### src/rtl/apb_vgachargen_bridge.sv
// APB3 slave that maps word transfers onto the byte-wide character/colour maps and the
// 128-bit character table (RMW). Optional read path: APB_VGACHARGEN_BRIDGE_READBACK_EN.
module apb_vgachargen_bridge #(
    parameter int MAP_DEPTH = 2400,
    parameter int CT_DEPTH  = 128
) (
    input  logic         clk,
    input  logic         rst,
    input  logic         psel,
    input  logic         penable,
    input  logic         pwrite,
    input  logic [31:0]  paddr,
    input  logic [31:0]  pwdata,
    input  logic [3:0]   pstrb,
    output logic [31:0]  prdata,
    output logic         pready,
    output logic         pslverr,
    output logic [11:0]  ch_map_addr_o,
    output logic [7:0]   ch_map_data_o,
    output logic         ch_map_wen_o,
    input  logic [7:0]   ch_map_data_i,
    output logic [11:0]  col_map_addr_o,
    output logic [7:0]   col_map_data_o,
    output logic         col_map_wen_o,
    input  logic [7:0]   col_map_data_i,
    output logic [6:0]   ch_t_rw_addr_o,
    output logic [127:0] ch_t_rw_data_o,
    output logic         ch_t_rw_wen_o,
    input  logic [127:0] ch_t_rw_data_i
);

    typedef enum logic [2:0] {IDLE, MAP_WR, MAP_RD, CT_RD, CT_WR, RESP} state_t;

    localparam logic [12:0] MAP_LIMIT = 13'(MAP_DEPTH);
    localparam logic [12:0] CT_LIMIT  = 13'(CT_DEPTH * 16);

    state_t       state_q, state_d;
    logic [9:0]   base_q, base_d;
    logic [31:0]  wdata_q, wdata_d;
    logic [3:0]   strb_q, strb_d;
    logic         write_q, write_d;
    logic         col_q, col_d;
    logic [2:0]   idx_q, idx_d;
    logic [23:0]  rd_buf_q, rd_buf_d;
    logic [11:0]  map_addr_q, map_addr_d;
    logic [7:0]   map_data_q, map_data_d;
    logic         ch_wen_q, ch_wen_d;
    logic         col_wen_q, col_wen_d;
    logic [6:0]   ct_addr_q, ct_addr_d;
    logic [127:0] ct_data_q, ct_data_d;
    logic         ct_wen_q, ct_wen_d;
    logic [31:0]  prdata_q, prdata_d;
    logic         pready_q, pready_d;
    logic         pslverr_q, pslverr_d;

    logic [3:0]   region;
    logic [12:0]  offset;
    logic         is_map, is_ct, in_range;
    logic [1:0]   lane_in, lane_nx;
    logic [7:0]   map_rd;
    logic [127:0] ct_merged;
    logic         unused_sink;

    function automatic logic [1:0] first_lane(input logic [3:0] m);
        logic [1:0] l;
        casez (m)
            4'b???1: l = 2'd0;
            4'b??10: l = 2'd1;
            4'b?100: l = 2'd2;
            default: l = 2'd3;
        endcase
        return l;
    endfunction

    always_comb begin
        region   = paddr[15:12];
        offset   = {1'b0, paddr[11:0]};
        is_map   = ((region == 4'h0) || (region == 4'h1)) && (offset < MAP_LIMIT);
        is_ct    = (region == 4'h2) && (offset < CT_LIMIT);
        in_range = (paddr[31:16] == 16'h0) && (is_map || is_ct);
        lane_in  = first_lane(pstrb);
        lane_nx  = first_lane(strb_q);
        map_rd   = col_q ? col_map_data_i : ch_map_data_i;
    end

    // Word k of the current table entry, with strobed byte lanes replaced by write data.
    always_comb begin
        ct_merged = ch_t_rw_data_i;
        for (int l = 0; l < 4; l++) begin
            if (strb_q[l]) ct_merged[{base_q[1:0], 5'b0} + 7'(8 * l) +: 8] = wdata_q[8 * l +: 8];
        end
    end

    always_comb begin
        state_d    = state_q;
        base_d     = base_q;
        wdata_d    = wdata_q;
        strb_d     = strb_q;
        write_d    = write_q;
        col_d      = col_q;
        idx_d      = idx_q;
        rd_buf_d   = rd_buf_q;
        map_addr_d = map_addr_q;
        map_data_d = map_data_q;
        ct_addr_d  = ct_addr_q;
        ct_data_d  = ct_data_q;
        prdata_d   = prdata_q;
        ch_wen_d   = 1'b0;
        col_wen_d  = 1'b0;
        ct_wen_d   = 1'b0;
        pready_d   = 1'b0;
        pslverr_d  = 1'b0;

        case (state_q)
            IDLE: begin
                if (psel && penable) begin
                    base_d  = paddr[11:2];
                    wdata_d = pwdata;
                    strb_d  = pstrb;
                    write_d = pwrite;
                    col_d   = paddr[12];
                    idx_d   = 3'd0;
                    if (!in_range) begin
                        state_d   = RESP;
                        pready_d  = 1'b1;
                        pslverr_d = 1'b1;
                    end else if (is_ct) begin
                        ct_addr_d = paddr[10:4];
                        if (pwrite) begin
                            state_d = CT_RD;
                        end else begin
`ifdef APB_VGACHARGEN_BRIDGE_READBACK_EN
                            state_d = CT_RD;
`else
                            state_d  = RESP;
                            pready_d = 1'b1;
                            prdata_d = '0;
`endif
                        end
                    end else if (pwrite) begin
                        if (pstrb == 4'b0000) begin
                            state_d  = RESP;
                            pready_d = 1'b1;
                        end else begin
                            map_addr_d = {paddr[11:2], lane_in};
                            map_data_d = pwdata[{lane_in, 3'b000} +: 8];
                            ch_wen_d   = !paddr[12];
                            col_wen_d  = paddr[12];
                            strb_d     = pstrb & ~(4'b0001 << lane_in);
                            state_d    = MAP_WR;
                        end
                    end else begin
`ifdef APB_VGACHARGEN_BRIDGE_READBACK_EN
                        map_addr_d = {paddr[11:2], 2'd0};
                        state_d    = MAP_RD;
`else
                        state_d  = RESP;
                        pready_d = 1'b1;
                        prdata_d = '0;
`endif
                    end
                end
            end
            MAP_WR: begin
                if (strb_q != 4'b0000) begin
                    map_addr_d = {base_q, lane_nx};
                    map_data_d = wdata_q[{lane_nx, 3'b000} +: 8];
                    ch_wen_d   = !col_q;
                    col_wen_d  = col_q;
                    strb_d     = strb_q & ~(4'b0001 << lane_nx);
                end else begin
                    state_d  = RESP;
                    pready_d = 1'b1;
                end
            end
            MAP_RD: begin
`ifdef APB_VGACHARGEN_BRIDGE_READBACK_EN
                // idx counts cycles since lane 0 was presented; data trails the address by one.
                idx_d = idx_q + 3'd1;
                case (idx_q)
                    3'd0: map_addr_d = {base_q, 2'd1};
                    3'd1: begin
                        rd_buf_d[7:0] = map_rd;
                        map_addr_d    = {base_q, 2'd2};
                    end
                    3'd2: begin
                        rd_buf_d[15:8] = map_rd;
                        map_addr_d     = {base_q, 2'd3};
                    end
                    3'd3: rd_buf_d[23:16] = map_rd;
                    default: begin
                        prdata_d = {map_rd, rd_buf_q};
                        pready_d = 1'b1;
                        state_d  = RESP;
                    end
                endcase
`else
                state_d = IDLE;
`endif
            end
            CT_RD: begin
                if (write_q) begin
                    state_d = CT_WR;
                end else begin
`ifdef APB_VGACHARGEN_BRIDGE_READBACK_EN
                    if (idx_q == 3'd0) begin
                        idx_d = 3'd1;
                    end else begin
                        prdata_d = ch_t_rw_data_i[{base_q[1:0], 5'b0} +: 32];
                        pready_d = 1'b1;
                        state_d  = RESP;
                    end
`else
                    state_d = IDLE;
`endif
                end
            end
            CT_WR: begin
                ct_wen_d  = 1'b1;
                ct_data_d = ct_merged;
                pready_d  = 1'b1;
                state_d   = RESP;
            end
            RESP:    state_d = IDLE;
            default: state_d = IDLE;
        endcase
    end

    always_ff @(posedge clk) begin
        if (rst) begin
            state_q    <= IDLE;
            map_addr_q <= '0;
            map_data_q <= '0;
            ch_wen_q   <= 1'b0;
            col_wen_q  <= 1'b0;
            ct_addr_q  <= '0;
            ct_data_q  <= '0;
            ct_wen_q   <= 1'b0;
            prdata_q   <= '0;
            pready_q   <= 1'b0;
            pslverr_q  <= 1'b0;
        end else begin
            state_q    <= state_d;
            map_addr_q <= map_addr_d;
            map_data_q <= map_data_d;
            ch_wen_q   <= ch_wen_d;
            col_wen_q  <= col_wen_d;
            ct_addr_q  <= ct_addr_d;
            ct_data_q  <= ct_data_d;
            ct_wen_q   <= ct_wen_d;
            prdata_q   <= prdata_d;
            pready_q   <= pready_d;
            pslverr_q  <= pslverr_d;
        end
    end

    // Request latches are fully reloaded on acceptance, so they carry no reset.
    always_ff @(posedge clk) begin
        base_q   <= base_d;
        wdata_q  <= wdata_d;
        strb_q   <= strb_d;
        write_q  <= write_d;
        col_q    <= col_d;
        idx_q    <= idx_d;
        rd_buf_q <= rd_buf_d;
    end

`ifdef APB_VGACHARGEN_BRIDGE_READBACK_EN
    assign unused_sink = ^paddr[1:0];
`else
    assign unused_sink = ^{paddr[1:0], map_rd, idx_q, rd_buf_q};
`endif

    assign prdata         = prdata_q;
    assign pready         = pready_q;
    assign pslverr        = pslverr_q;
    assign ch_map_addr_o  = map_addr_q;
    assign ch_map_data_o  = map_data_q;
    assign ch_map_wen_o   = ch_wen_q;
    assign col_map_addr_o = map_addr_q;
    assign col_map_data_o = map_data_q;
    assign col_map_wen_o  = col_wen_q;
    assign ch_t_rw_addr_o = ct_addr_q;
    assign ch_t_rw_data_o = ct_data_q;
    assign ch_t_rw_wen_o  = ct_wen_q;

endmodule

### config.mk
export PLATFORM = sky130hd
export DESIGN_NAME = apb_vgachargen_bridge
export DESIGN_NICKNAME = d
export VERILOG_FILES = /design/src/rtl/apb_vgachargen_bridge.sv
export SDC_FILE = /design/constraint.sdc
export NUM_CORES = 1
export LEC_CHECK = 0
export BUFFER_PORTS_ARGS = -buffer_cell sky130_fd_sc_hd__buf_2
export CAP_MARGIN = 0
export CORE_AREA = 2 2 167 169
export DETAILED_ROUTE_END_ITERATION = 12
export DIE_AREA = 0 0 169 171
export PLACE_DENSITY_LB_ADDON = 0.3
export SYNTH_ARGS = -nofsm -noshare
export SYNTH_HDL_FRONTEND = slang
export SYNTH_SLANG_ARGS = --single-unit
### constraint.sdc
create_clock -name clk -period 2.86 [get_ports clk]
set_clock_uncertainty 0.05 [all_clocks]
set_input_delay 0 -clock clk [delete_from_list [all_inputs] [get_ports clk]]
set_output_delay 0 -clock clk [all_outputs]
set_load 0.02 [all_outputs]
==> impl_metrics.env, run 1 <==
export IMPL_min_delay_start="pstrb[1]"
export IMPL_p_seq_share_pct=40.0
export IMPL_vias=10152
export IMPL_crit_type="in2reg"
export IMPL_fin_cells=1888
export IMPL_hpwl_um=26800
export IMPL_hold_end="strb_q[1]"
export IMPL_vias_per_cell=5.38
export IMPL_synth_edff_count=48
export IMPL_drive_gt1_share_pct=30.7
export IMPL_cp_required_ns=3.22
export IMPL_synthArstFlopShare_pct=0
export IMPL_cts_max_level=1
export IMPL_synth_yosys_seq_area_share_pct=49.5
export IMPL_drt_initial_drc_count=770
export IMPL_dp_cells=1658
export IMPL_switching_share_pct=32.4
export IMPL_avgRoutedWirePerCell_um=20.4
export IMPL_routed_wl_um=38500
export IMPL_rsz0062_at_grt="no"
export IMPL_cts_tree="done"
export IMPL_ys_flop_type="dfxtp_1"
export IMPL_p_clk_share_pct=33.8
export IMPL_cts_root_buffer_cell="clkbuf_16"
export IMPL_grt_pass1_vias=9831
export IMPL_cp_num_buf_inv=4
export IMPL_grt_pass1_wl_um=56500
export IMPL_cp_slowest_stage_delay_ns=0.64
export IMPL_cts_sink_count=211
export IMPL_max_freq_ghz=0.379
export IMPL_ys_warn_count=0
export IMPL_cts_buffers=25
export IMPL_worstPathCellList="dlygate4sd3_1 -> buf_2 -> nor4_2 -> dlygate4sd3_1 -> nand4_2 -> dlygate4sd3_1 -> or2_2 -> o41ai_1 -> nor2_1"
export IMPL_reg2reg_from="base_q[0]"
export IMPL_arrival_ns=2.99
export IMPL_boundaryPins=429
export IMPL_path_clk_slew_ns=0.06
export IMPL_leakagePower_nw=6.15
export IMPL_die_y_um=171
export IMPL_p_int_w=0.00617
export IMPL_status="completed"
export IMPL_multiInputGateArea_um2=4180
export IMPL_synth_area_um2=9500
export IMPL_finalCritPeriodShare_pct=92.1
export IMPL_die_w_um=169
export IMPL_ys_seq_elements=211
export IMPL_nFillCells=2505
export IMPL_synth_cell_types=49
export IMPL_fp_coreArea_um2=27300
export IMPL_fin_setup_tns_ns=0
export IMPL_worstHoldPathType="in2reg"
export IMPL_crit_path_top_delay_cell="dlygate4sd3_1"
export IMPL_clockBufferDepth=3
export IMPL_peakVddDrop_mv=0.407
export IMPL_crit_top_cell="dlygate4sd3_1"
export IMPL_fin_crit_ns=2.64
export IMPL_crit_path_max_fanout=5
export IMPL_maxCapViolCount=0
export IMPL_drtPass1Iterations=5
export IMPL_fin_util_pct=51.8
export IMPL_postRouteAntennaNets=0
export IMPL_grt_max_degree=86
export IMPL_tightest_slew_ns=0.809
export IMPL_antenna_found_initial=2
export IMPL_layout_common_cells="buf_2 (377), dlygate4sd3_1 (185), dfxtp_1 (163)"
export IMPL_p_comb_share_pct=26.1
export IMPL_crit_family="buffers and inverters"
export IMPL_die_area_um2=28900
export IMPL_start_kind="primary input"
export IMPL_r2r_end="ch_t_rw_data_o[4]"
export IMPL_synthToLayoutAreaGrowth_pct=49.0
export IMPL_rrSetupSlack_ns=0.64
export IMPL_rows=61
export IMPL_syn_inst=1000
export IMPL_hold_viol=0
export IMPL_cp_end_kind="flop"
export IMPL_cts_setup_buffers=0
export IMPL_worstSkewPairLatency_ns=0.52
export IMPL_drc=0
export IMPL_overflow=0
export IMPL_p_switching_w=0.00296
export IMPL_grt_usage_pct=25.3
export IMPL_p_per_area_nw_per_um2=645
export IMPL_start_util_pct=34.8
export IMPL_seqCellArea_um2=4700
export IMPL_reg2reg_depth=6
export IMPL_final_common_cell="buf_2"
export IMPL_setup_viol=0
export IMPL_syn_area_per_cell_um2=9.50
export IMPL_placement_io_buffers=378
export IMPL_final_nets=1746
export IMPL_gp_congestion=0.819
export IMPL_holdPathStages=3
export IMPL_slew_headroom_pct=45.9
export IMPL_final_max_slew_viol_count=0
## cells in the mapped netlist (2+ instances only)
master / n / area share, %
a21oi_1: 22 / 1.2
buf_4: 53 / 4.2
edfxtp_1: 48 / 15
o21ai_0: 22 / 1.2
clkbuf_1: 59 / 2.3
nor4_1: 5 / 0.33
nor4b_2: 3 / 0.47
o41ai_1: 2 / 0.18
nand2_1: 71 / 2.8
buf_6: 3 / 0.36
o211ai_1: 2 / 0.16
a21oi_2: 4 / 0.37
a211o_1: 2 / 0.18
mux2i_1: 39 / 4.1
nand2b_1: 10 / 0.66
inv_1: 6 / 0.24
a311oi_1: 2 / 0.18
ha_1: 5 / 0.66
nor2_1: 151 / 6.0
buf_1: 2 / 0.079
o311ai_0: 2 / 0.18
a311oi_2: 9 / 1.4
nand3_1: 6 / 0.32
dfxtp_1: 163 / 34
buf_2: 8 / 0.42
nor3_1: 141 / 7.4
or3_1: 2 / 0.13
a211oi_1: 4 / 0.32
a221oi_1: 124 / 11
a221o_1: 8 / 0.84
nor4_2: 4 / 0.53
## worst reg2reg max path, stage by stage, from the launching register on
cell      delay, ns
edfxtp_1       0.38
inv_1          0.20
ha_1           0.18
nand2_1        0.21
nor4b_2        0.75
a221oi_1       0.20
nor3_1         0.18
## kinds of logic after synthesis
| kind of cell | share of synthesized area, % |
|---|---|
| buffers and inverters | 7.80 |
| muxes | 4.11 |
| adders and majority gates | 0.658 |
| and+or+nand+nor | 19.6 |
| AOI/OAI and AO/OA | 18.3 |
| other | 0.0395 |
| DFF | 49.5 |
## flip-flops by register name, summed over array words and instances (netlist names)
name / cells
pslverr: 1
col_map_wen_o: 1
ch_t_rw_data_o: 128
base_q: 10
wdata_q: 32
col_q: 1
ch_map_data_o: 8
pready: 1
write_q: 1
strb_q: 4
ch_map_wen_o: 1
ch_t_rw_addr_o: 7
ch_t_rw_wen_o: 1
ch_map_addr_o: 12
state_q: 3
## stage by stage
| step | hold WS, ns | setup WS [ns] | area, µm² | total power, W |
|---|---|---|---|---|
| floorplan | 0.0443 | 0.561 | 9620 | 0.00512 |
| global placement | 0.144 | 0.684 | 11500 | 0.00585 |
| detailed placement | 0.144 | 0.650 | 11500 | 0.00588 |
| CTS | 0.00633 | 0.203 | 14200 | 0.00917 |
| global route | 0.0419 | 0.0556 | 14200 | 0.00954 |
| finish | 0.0217 | 0.225 | 14200 | 0.00913 |
## worst max path at each step
stage | slack [ns] | endpoint | from | cells past startpoint
2_1_floorplan | 0.56 | pready | state_q[2] | 6
3_3_place_gp | 0.68 | ch_t_rw_data_o[6] | base_q[0] | 6
3_5_place_dp | 0.65 | ch_t_rw_data_o[2] | base_q[0] | 6
4_1_cts | 0.20 | state_q[2] | paddr[17] | 9
5_1_grt | 0.06 | state_q[2] | paddr[17] | 9
6_report | 0.22 | state_q[2] | paddr[17] | 9
## final cells by class
| type | instances | area share, % |
|---|---|---|
| repair buffers | 592 | 28.5 |
| clock inverters | 4 | 0.318 |
| multi-input cells | 687 | 29.5 |
| diodes | 1 | 0.0177 |
| flip-flops and latches | 211 | 33.2 |
| inverters | 7 | 0.186 |
| clock buffers | 40 | 5.20 |
| well taps | 346 | 3.06 |
## routing by layer
layer	track usage [%]	up-vias	wire, µm
met3	5.18	101	2990
li1	-	4730	-
met1	30.6	4799	15400
met5	0	-	13
met2	45.1	520	18900
met4	8.29	2	1230
## power by group through the flow
stage	logic [W]	registers [W]	clock network, W
final	0.00239	0.00366	0.00309
after global routing	0.00259	0.00369	0.00326
after CTS	0.00237	0.00365	0.00314
after detailed placement	0.00217	0.00371	0
after global placement	0.00215	0.00370	0
after floorplan	0.00114	0.00398	0
## what timing repair did
action / in CTS / in global routing
hold buffers: 185 / 0
hold endpoints to repair: 208 / 0
gates resized for setup: 0 / 0
Power figures use the tool's default switching activity.
==> run 2, diff against run 1 <==
--- a/config.mk
+++ b/config.mk
@@ -5,7 +5,7 @@
 export SDC_FILE = /design/constraint.sdc
 export NUM_CORES = 1
 export LEC_CHECK = 0
-export BUFFER_PORTS_ARGS = -buffer_cell sky130_fd_sc_hd__buf_2
+export BUFFER_PORTS_ARGS = -buffer_cell sky130_fd_sc_hd__clkbuf_2
 export CAP_MARGIN = 0
 export CORE_AREA = 2 2 167 169
 export DETAILED_ROUTE_END_ITERATION = 12
==> constraint.sdc (replaced) <==
create_clock -name clk -period 3.2 [get_ports clk]
set_clock_uncertainty 0.05 [all_clocks]
set_input_delay 0 -clock clk [delete_from_list [all_inputs] [get_ports clk]]
set_output_delay 0 -clock clk [all_outputs]
set_load 0.02 [all_outputs]
==> impl_metrics.env, run 2 (synthesis results as in run 1) <==
export IMPL_antenna_found_initial=1
export IMPL_tightest_slew_ns=0.934
export IMPL_grt_pass1_wl_um=55900
export IMPL_grtUsageMet3_pct=4.40
export IMPL_diodes=0
export IMPL_post_place_ws_ns=0.774
export IMPL_fin_crit_ns=2.78
export IMPL_drtPass1Iterations=5
export IMPL_grt_pass1_vias=9718
export IMPL_p_per_area_nw_per_um2=576
export IMPL_p_int_w=0.00542
export IMPL_final_max_slew_viol_count=0
export IMPL_worstSkewPairLatency_ns=0.52
export IMPL_cts_max_level=1
export IMPL_hpwl_um=26500
export IMPL_p_comb_share_pct=25.9
export IMPL_grt_busiest_layer="met2"
export IMPL_die_area_um2=28900
export IMPL_leakagePower_nw=6.03
export IMPL_fin_ws_ns=0.417
export IMPL_placement_io_buffers=378
export IMPL_drt_initial_drc_count=816
export IMPL_vias_per_cell=5.36
export IMPL_avgRoutedWirePerCell_um=20.2
export IMPL_cts_root_buffer_cell="clkbuf_16"
export IMPL_gp_congestion=0.842
export IMPL_start_util_pct=34.8
export IMPL_p_clk_share_pct=33.7
export IMPL_arrival_ns=2.98
export IMPL_postRouteAntennaNets=0
export IMPL_layout_common_cells="clkbuf_2 (377), dlygate4sd3_1 (186), dfxtp_1 (163)"
export IMPL_worstHoldPathType="in2reg"
export IMPL_cp_required_ns=3.40
export IMPL_peakVddDrop_mv=0.357
export IMPL_switching_share_pct=33.2
export IMPL_setup_viol=0
export IMPL_cts_tree="done"
export IMPL_rows=61
export IMPL_synthToLayoutAreaGrowth_pct=48.2
export IMPL_boundaryPins=429
export IMPL_use_met2_pct=42.9
export IMPL_start_kind="primary input"
export IMPL_maxCapViolCount=0
export IMPL_die_w_um=169
export IMPL_path_clk_slew_ns=0.06
export IMPL_rsz0062_at_grt="no"
export IMPL_cp_end_kind="flop"
export IMPL_largest_reg_flops=128
export IMPL_die_y_um=171
export IMPL_power_total_w=0.00811
export IMPL_slew_headroom_pct=37.7
export IMPL_overflow=0
export IMPL_cts_buffers=25
export IMPL_clockBufferDepth=3
export IMPL_fp_coreArea_um2=27300
export IMPL_routed_wl_um=38000
export IMPL_hold_viol=0
export IMPL_met1_usage_pct=31.7
export IMPL_p_switching_w=0.00269
export IMPL_drive_gt1_share_pct=30.7
export IMPL_p_seq_share_pct=40.5
export IMPL_status="completed"
export IMPL_cts_setup_buffers=0
export IMPL_max_freq_ghz=0.359
export IMPL_crit_path_max_fanout=5
export IMPL_final_nets=1739
export IMPL_cts_sink_count=211
export IMPL_drc=0
export IMPL_grt_usage_pct=24.9
export IMPL_grt_max_degree=86
export IMPL_vias=10090
export IMPL_fin_util_pct=51.5
export IMPL_fin_setup_tns_ns=0
export IMPL_crit_type="in2reg"
export IMPL_final_common_cell="clkbuf_2"
export IMPL_finalCritPeriodShare_pct=87.0
[run 2: changes by cell type in the layout (fill, tap and decap cells not counted), moves of 2 or more]
cell      before  now
buf_12         5    3
clkinv_2       3    7
clkbuf_2       0  377
buf_2        377    0
clkbuf_8       3    6
clkbuf_1      10    4
buf_4         24   18
[run 2: worst paths after layout]
kind                                        start                end  slack [ns]  depth (start not counted)
worst min register to register  ch_t_rw_addr_o[5]  ch_t_rw_addr_o[5]        0.44                          2
worst max-delay path                    paddr[22]          strb_q[3]        0.42                          9
worst min-delay path                    paddr[23]       ch_map_wen_o        0.03                          6
worst max register to register          strb_q[0]  ch_t_rw_data_o[4]        0.69                          4
[run 2: timing repair]
item	CTS	global route
gates resized for setup	0	0
hold buffers	186	0
hold endpoints to repair	209	0
[run 2: routing by layer]
metal | share of wire, % | up-vias
met4 | 3.2 | 2
met5 | 0.034 | -
li1 | - | 4714
met3 | 7.3 | 84
met2 | 49 | 467
met1 | 41 | 4823
[run 2: final cells by class]
type	count	area, µm²
Clock buffer	35	723
Fill cell	2521	13200
Timing Repair Buffer	585	3960
Clock inverter	10	57.6
Inverter	7	26.3
Sequential cell	211	4700
Multi-Input combinational cell	687	4180
Tap cell	346	433
[run 2: power groups by stage]
| stage | Combinational [W] | Clock (W) | Sequential, W |
|---|---|---|---|
| after floorplan | 0.00102 | 0 | 0.00355 |
| after global placement | 0.00189 | 0 | 0.00332 |
| after detailed placement | 0.00190 | 0 | 0.00334 |
| after CTS | 0.00209 | 0.00276 | 0.00328 |
| after global routing | 0.00228 | 0.00286 | 0.00331 |
| final | 0.00210 | 0.00273 | 0.00328 |
[run 2: critical path: stages]
cell           delay, ns
dlygate4sd3_1       0.53
clkbuf_2            0.11
nor4_2              0.11
dlygate4sd3_1       0.59
nand4_2             0.17
or3_2               0.52
o41ai_1             0.29
dlygate4sd3_1       0.60
o21ai_0             0.06
[run 2: through the flow]
step           hold slack, ns  std cells  instance area (µm²)
2_1_floorplan          0.0443       1031                 9620
3_3_place_gp            0.144       1650                11400
3_5_place_dp            0.146       1650                11400
4_1_cts                0.0163       1881                14100
5_1_grt                0.0533       1881                14100
6_report               0.0258       1881                14100
